$ cat config.mk
export PLATFORM = sky130hd
export DESIGN_NAME = mac_row_acc_flat
export DESIGN_NICKNAME = d
export VERILOG_FILES = /design/src/rtl/mac_row_acc_if.sv /design/src/rtl/mac_row_acc.sv /design/src/flat_wrapper.sv
export SDC_FILE = /design/constraint.sdc
export NUM_CORES = 1
export LEC_CHECK = 0
export ABC_AREA = 1
export BUFFER_PORTS_ARGS = -buffer_cell sky130_fd_sc_hd__buf_4
export CAP_MARGIN = 20
export CORE_MARGIN = 2
export CORE_UTILIZATION = 64
export CTS_BUF_LIST = sky130_fd_sc_hd__clkbuf_8 sky130_fd_sc_hd__clkbuf_16
export CTS_CLUSTER_SIZE = 40
export DETAILED_ROUTE_END_ITERATION = 10
export PLACE_DENSITY = 0.82
export SLEW_MARGIN = 20
export SYNTH_ARGS = -nofsm -noshare
export SYNTH_HDL_FRONTEND = slang
export SYNTH_SLANG_ARGS = --single-unit
export TNS_END_PERCENT = 1
$ cat constraint.sdc
create_clock -name clk -period 7.4 [get_ports clk]
set_input_delay 0 -clock clk [delete_from_list [all_inputs] [get_ports clk]]
set_output_delay 0 -clock clk [all_outputs]
set_load 0.02 [all_outputs]
$ cat src/rtl/mac_row_acc_if.sv
// mac_row_acc_if: bundles the data/control signals of mac_row_acc.
//
// Handshake (valid-only, no back-pressure):
//   - An i_w/i_x pair is consumed on a rising clk edge where en=1, i_valid=1 and the block is accumulating.
//   - The producer is never stalled. Pairs presented while the block is outside accumulation are dropped.
//   - o_valid is a one-cycle pulse qualifying o_sum/o_row_idx.
//   - o_done is a one-cycle pulse after the last row of a pass.
//
// Signals:
//   en        global enable (0 freezes everything except the output pulses)
//   i_start   begin a pass (honoured only when idle)
//   i_valid   i_w/i_x valid
//   i_w, i_x  signed fixed-point operands
//   o_sum     saturated row result
//   o_row_idx row index of o_sum
//   o_valid   result pulse
//   o_done    end-of-pass pulse
//   o_busy    block is not idle
//   dbg_state current FSM state encoding
interface mac_row_acc_if #(
    parameter int WIDTH     = 12,
    parameter int CNT_WIDTH = 12
);
    logic                    en;
    logic                    i_start;
    logic                    i_valid;
    logic signed [WIDTH-1:0] i_w;
    logic signed [WIDTH-1:0] i_x;
    logic signed [WIDTH-1:0] o_sum;
    logic [CNT_WIDTH-1:0]    o_row_idx;
    logic                    o_valid;
    logic                    o_done;
    logic                    o_busy;
    logic [1:0]              dbg_state;

    modport master (
        output en, i_start, i_valid, i_w, i_x,
        input  o_sum, o_row_idx, o_valid, o_done, o_busy, dbg_state
    );

    modport slave (
        input  en, i_start, i_valid, i_w, i_x,
        output o_sum, o_row_idx, o_valid, o_done, o_busy, dbg_state
    );
endinterface

$ cat src/rtl/mac_row_acc.sv
// mac_row_acc: per-row signed fixed-point dot-product accumulator.
//
// Operation:
//   - Accumulates LEN products i_w*i_x per row.
//   - Each row result is shifted right by FRAC and saturated to WIDTH bits.
//   - The result is emitted as o_sum/o_row_idx with an o_valid pulse.
//   - After ROWS rows, o_done pulses and the block returns to idle.
//
// Ports:
//   clk  rising-edge clock
//   rst  synchronous active-high reset
//   bus  mac_row_acc_if.slave; signal list is in the interface file
module mac_row_acc #(
    parameter int WIDTH     = 12,
    parameter int FRAC      = 8,
    parameter int LEN       = 53,
    parameter int ROWS      = 53,
    parameter int ACC_WIDTH = 32,
    parameter int CNT_WIDTH = 12
) (
    input  logic         clk,
    input  logic         rst,
    mac_row_acc_if.slave bus
);
    localparam int PROD_W = 2 * WIDTH;

    // Saturation bounds expressed at accumulator width so the compare is signed end to end.
    localparam logic signed [ACC_WIDTH-1:0] SAT_MAX =
        {{(ACC_WIDTH-WIDTH+1){1'b0}}, {(WIDTH-1){1'b1}}};
    localparam logic signed [ACC_WIDTH-1:0] SAT_MIN =
        {{(ACC_WIDTH-WIDTH+1){1'b1}}, {(WIDTH-1){1'b0}}};

    typedef enum logic [1:0] {
        S_IDLE = 2'd0,
        S_ACC  = 2'd1,
        S_OUT  = 2'd2,
        S_DONE = 2'd3
    } state_t;

    state_t state, state_nx;

    logic signed [ACC_WIDTH-1:0] acc;
    logic [CNT_WIDTH-1:0]        elem;
    logic [CNT_WIDTH-1:0]        row;
    logic signed [WIDTH-1:0]     sum_r;
    logic [CNT_WIDTH-1:0]        row_idx_r;
    logic                        valid_r;
    logic                        done_r;

    logic signed [PROD_W-1:0]    prod;
    logic signed [ACC_WIDTH-1:0] prod_ext;
    logic signed [ACC_WIDTH-1:0] acc_shift;
    logic signed [WIDTH-1:0]     sat_val;
    logic                        last_elem;
    logic                        last_row;
    logic                        accept;

    // Both operands are signed, so the multiply is a full signed product.
    assign prod      = bus.i_w * bus.i_x;
    assign prod_ext  = {{(ACC_WIDTH-PROD_W){prod[PROD_W-1]}}, prod};
    // Arithmetic shift: truncation toward minus infinity, no rounding.
    assign acc_shift = acc >>> FRAC;
    assign last_elem = (elem == CNT_WIDTH'(LEN - 1));
    assign last_row  = (row == CNT_WIDTH'(ROWS - 1));
    assign accept    = (state == S_ACC) && bus.i_valid;

    always_comb begin
        sat_val = acc_shift[WIDTH-1:0];
        if (acc_shift > SAT_MAX) begin
            sat_val = SAT_MAX[WIDTH-1:0];
        end else if (acc_shift < SAT_MIN) begin
            sat_val = SAT_MIN[WIDTH-1:0];
        end
    end

    always_comb begin
        state_nx = state;
        case (state)
            S_IDLE: if (bus.i_start) state_nx = S_ACC;
            S_ACC:  if (bus.i_valid && last_elem) state_nx = S_OUT;
            S_OUT:  state_nx = last_row ? S_DONE : S_ACC;
            S_DONE: state_nx = S_IDLE;
            default: state_nx = S_IDLE;
        endcase
    end

    always_ff @(posedge clk) begin
        if (rst) begin
            state <= S_IDLE;
        end else if (bus.en) begin
            state <= state_nx;
        end
    end

    always_ff @(posedge clk) begin
        if (rst) begin
            acc       <= '0;
            elem      <= '0;
            row       <= '0;
            sum_r     <= '0;
            row_idx_r <= '0;
            valid_r   <= 1'b0;
            done_r    <= 1'b0;
        end else begin
            // Pulses drop on the next edge regardless of en.
            valid_r <= 1'b0;
            done_r  <= 1'b0;
            if (bus.en) begin
                case (state)
                    S_IDLE: begin
                        if (bus.i_start) begin
                            acc  <= '0;
                            elem <= '0;
                            row  <= '0;
                        end
                    end
                    S_ACC: begin
                        if (accept) begin
                            acc  <= acc + prod_ext;
                            elem <= last_elem ? '0 : elem + 1'b1;
                        end
                    end
                    S_OUT: begin
                        sum_r     <= sat_val;
                        row_idx_r <= row;
                        valid_r   <= 1'b1;
                        acc       <= '0;
                        // The row counter stays on the last row until the next start.
                        if (!last_row) row <= row + 1'b1;
                    end
                    S_DONE: begin
                        done_r <= 1'b1;
                    end
                    default: ;
                endcase
            end
        end
    end

    assign bus.o_sum     = sum_r;
    assign bus.o_row_idx = row_idx_r;
    assign bus.o_valid   = valid_r;
    assign bus.o_done    = done_r;
    assign bus.o_busy    = (state != S_IDLE);
    assign bus.dbg_state = state;
endmodule
$ cat src/flat_wrapper.sv
// flat-port wrapper written by rule: the top's interface ports become plain ports
module mac_row_acc_flat 
#(
    parameter int WIDTH     = 12,
    parameter int FRAC      = 8,
    parameter int LEN       = 53,
    parameter int ROWS      = 53,
    parameter int ACC_WIDTH = 32,
    parameter int CNT_WIDTH = 12
)
  (clk, rst, bus_en, bus_i_start, bus_i_valid, bus_i_w, bus_i_x, bus_o_sum, bus_o_row_idx, bus_o_valid, bus_o_done, bus_o_busy, bus_dbg_state);
  mac_row_acc_if #(.WIDTH(WIDTH), .CNT_WIDTH(CNT_WIDTH)) bus_i ();
  input  logic clk;
  input  logic rst;
  input wire logic [$bits(bus_i.en)-1:0] bus_en;
  input wire logic [$bits(bus_i.i_start)-1:0] bus_i_start;
  input wire logic [$bits(bus_i.i_valid)-1:0] bus_i_valid;
  input wire logic [$bits(bus_i.i_w)-1:0] bus_i_w;
  input wire logic [$bits(bus_i.i_x)-1:0] bus_i_x;
  output wire logic [$bits(bus_i.o_sum)-1:0] bus_o_sum;
  output wire logic [$bits(bus_i.o_row_idx)-1:0] bus_o_row_idx;
  output wire logic [$bits(bus_i.o_valid)-1:0] bus_o_valid;
  output wire logic [$bits(bus_i.o_done)-1:0] bus_o_done;
  output wire logic [$bits(bus_i.o_busy)-1:0] bus_o_busy;
  output wire logic [$bits(bus_i.dbg_state)-1:0] bus_dbg_state;
  assign bus_i.en = bus_en;
  assign bus_i.i_start = bus_i_start;
  assign bus_i.i_valid = bus_i_valid;
  assign bus_i.i_w = bus_i_w;
  assign bus_i.i_x = bus_i_x;
  assign bus_o_sum = bus_i.o_sum;
  assign bus_o_row_idx = bus_i.o_row_idx;
  assign bus_o_valid = bus_i.o_valid;
  assign bus_o_done = bus_i.o_done;
  assign bus_o_busy = bus_i.o_busy;
  assign bus_dbg_state = bus_i.dbg_state;
  mac_row_acc #(.WIDTH(WIDTH), .FRAC(FRAC), .LEN(LEN), .ROWS(ROWS), .ACC_WIDTH(ACC_WIDTH), .CNT_WIDTH(CNT_WIDTH)) u_core (.clk(clk), .rst(rst), .bus(bus_i));
endmodule
==> impl_metrics.tcl <==
set metrics [dict create \
    status "finished with violations" \
    violations "design-rule violations" \
    cp.arrival_ns 5.47 \
    clockRootBuffer "clkbuf_16" \
    clock_sinks 84 \
    rsz0062_at_grt "no" \
    synthDistinctLibCells 37 \
    drt-total-wl_um 27300 \
    final_cells 1868 \
    min_path_cells 2 \
    coreArea_um2 18100 \
    grtUsageTotal 0.303 \
    clock.fmax_mhz 190 \
    drv_slew 0 \
    synth_top_family_by_area "adder cells" \
    worst_slew_pin_slew_ns 1.06 \
    finalCriticalPeriod_ns 5.26 \
    synth-seq-cells 84 \
    cp.depth 21 \
    syn_to_final_growth_pct 7.56 \
    initial_core_util 0.655 \
    dr.pass1.iters 9 \
    ctsHtreeMaxLevel 3 \
    hold_viol_final 0 \
    postSynthAreaPerCell_um2 7.39 \
    yosys_warnings 0 \
    synth_simple_gate_area_share 0.227 \
    die_w_um 140 \
    cts_tree "done" \
    n_antenna_cell 0 \
    syn_nets 1916 \
    cp_slowest_cell "fa_1" \
    portBuffers 57 \
    cpPeakStageDelay_ns 0.76 \
    timing.critical_path.from "bus_i_x[3]" \
    synth_area_um2 11900 \
    grt-ovfl-total 0 \
    relSlewSlack 0.291 \
    synth_xor_area_frac 0.00591 \
    crit_chain "buf_4, nand2_1, inv_1, fa_1, inv_1, fa_1, fa_1, inv_1, fa_1, fa_1, ha_1, ha_1, nand2_1, nor2_1, nand2_1, nor2_1, nand2_1, nand3_1, nand2_1, nand3_1, a21oi_1" \
    synthAdderAreaFrac 0.421 \
    first_iter_violations 661 \
    rr_startpoint "u_core.acc[7]" \
    setup_viol 0 \
    rows 49 \
    cp_top_family "adder cells" \
    clockBufferDepth 2 \
    nets 1945 \
    grt_max_degree 64 \
    crit_path_end_kind "register" \
    reg2reg_depth 19 \
    reg2reg_to "u_core.acc[26]" \
    required_ns 7.60 \
    vias 9940 \
    cp_max_fo 12 \
    max_cap_viol_count 0 \
    min-delay-start "rst" \
    rrSetupSlack_ns 2.65 \
    final_layout_size_suffix_gt1_frac 0.0598 \
    synthCells 1605 \
    dieArea_um2 19600 \
    place_congestion 1.01 \
    cp_num_buf_inv 4 \
    grt_pass1_vias 10000 \
    clk_latency_ns 0.35 \
    worst_setup_path_start_kind "input port" \
    hold_ws_ns 0.157 \
    final_common_cell "nand2_1" \
    post-dp-hpwl_um 22600 \
    detail_route.wl_per_cell_um 14.6 \
    antenna_left 0 \
    finalCritPeriodShare 0.711 \
    hold_end "u_core.row[5]" \
    cts_buffers 9 \
    die_h_um 140 \
    setup_tns_ns 0 \
    grt_pass1_wl_um 48000 \
    synth_mux_area_frac 0 \
    dpl.cell_count 1850 \
    via_per_inst 5.32 \
    antenna_found_initial 0 \
    ios 58 \
    critPathKind "input port to register" \
    hold_path_class "input port to register" \
    fin_worst_skew_ns 0.00973 \
    mostFrequentLayoutCells "nand2_1, inv_1, fa_1, nor2_1" \
    ys_seq_area_frac 0.142 \
    clkSlewWorstSetupHoldPaths_ns 0.07 \
    synth-compound-area-share 0.0633 \
    fillers 1512 \
    drc 4 \
]
==> state kept, by name, summed over array words and instances (netlist names) <==
name	cells
u_core.bus.o_sum	12
u_core.bus.o_valid	1
u_core.acc	32
u_core.bus.o_row_idx	12
u_core.elem	12
u_core.row	12
u_core.bus.o_done	1
u_core.bus.dbg_state	2
==> logic make-up after synthesis <==
family          count (synthesis)
buf+inv                       443
compound gates                138
flops                          84
xor+xnor                        8
fa+ha+maj                     282
simple gates                  650
==> through the flow <==
| step | utilization | setup slack [ns] | area (um^2) |
|---|---|---|---|
| final | 0.705 | 2.14 | 12800 |
| after global routing | 0.705 | 1.68 | 12800 |
| after CTS | 0.705 | 2.10 | 12800 |
| after detailed placement | 0.687 | 1.74 | 12400 |
| after global placement | 0.687 | 1.79 | 12400 |
| after floorplan | - | 2.01 | 11900 |
==> final cells by class <==
cell class,count,area [um^2],area share
Timing Repair Buffer,64,485,0.0381
Clock buffer,9,225,0.0177
Inverter,397,1490,0.117
Multi-Input combinational cell,1078,8500,0.667
Tap cell,229,287,0.0225
Clock inverter,7,81.3,0.00638
Sequential cell,84,1680,0.132
==> cell usage after synthesis (all sizes together) <==
library cell    n  area share
inv           397        0.13
nand2         414        0.13
o21bai          6      0.0038
a21oi          87       0.037
a22oi           5      0.0032
xor2            6      0.0044
clkbuf         39       0.012
nand3b          3      0.0019
fa            195        0.33
o211a           1     0.00084
ha             87       0.092
nand3          71       0.030
dfxtp          84        0.14
nand4          15      0.0079
nor3b           5      0.0032
and2            3      0.0016
nor2          100       0.033
a211oi          4      0.0025
a21o            2      0.0013
or2            11      0.0058
nor3           23      0.0097
xnor2           2      0.0015
a31oi           1     0.00053
a21boi          2      0.0013
o21ai          29       0.013
nor4            5      0.0026
o31ai           1     0.00063
buf             7      0.0031
==> how the worst max path moves through the flow <==
stage / to
after floorplan: u_core.acc[20]
after global placement: u_core.acc[26]
after detailed placement: u_core.acc[26]
after CTS: u_core.acc[26]
after global routing: u_core.acc[26]
final: u_core.acc[26]
==> what timing repair did <==
item / in CTS / in global routing
gates resized for setup: 0 / 0
hold buffers: 2 / 0
endpoints found under the hold margin: 2 / 0
setup buffers: 0 / 0
==> worst register-to-register path, stage by stage, from the launching register on <==
cell	delay, ns
dfxtp_1	0.36
inv_1	0.07
fa_1	0.53
inv_1	0.05
fa_1	0.50
inv_1	0.05
fa_1	0.48
fa_1	0.55
inv_1	0.04
ha_1	0.28
ha_1	0.39
inv_1	0.06
o21ai_0	0.52
nand2_1	0.12
nand2_1	0.19
nand2_1	0.12
nand3_1	0.10
nand2_1	0.06
nand3_1	0.08
a21oi_1	0.07
==> routing by layer <==
metal | routed length, um | GRT usage | vias to the layer above
li1 | - | - | 4834
met4 | 803 | 0.0888 | 0
met1 | 11800 | 0.408 | 4740
met5 | 0 | 0 | -
met3 | 1550 | 0.0386 | 47
met2 | 13200 | 0.521 | 319
Power is left out: the tool's default activity adds up to more than one toggle a clock period on the data nets, which glitch-free logic cannot reach.
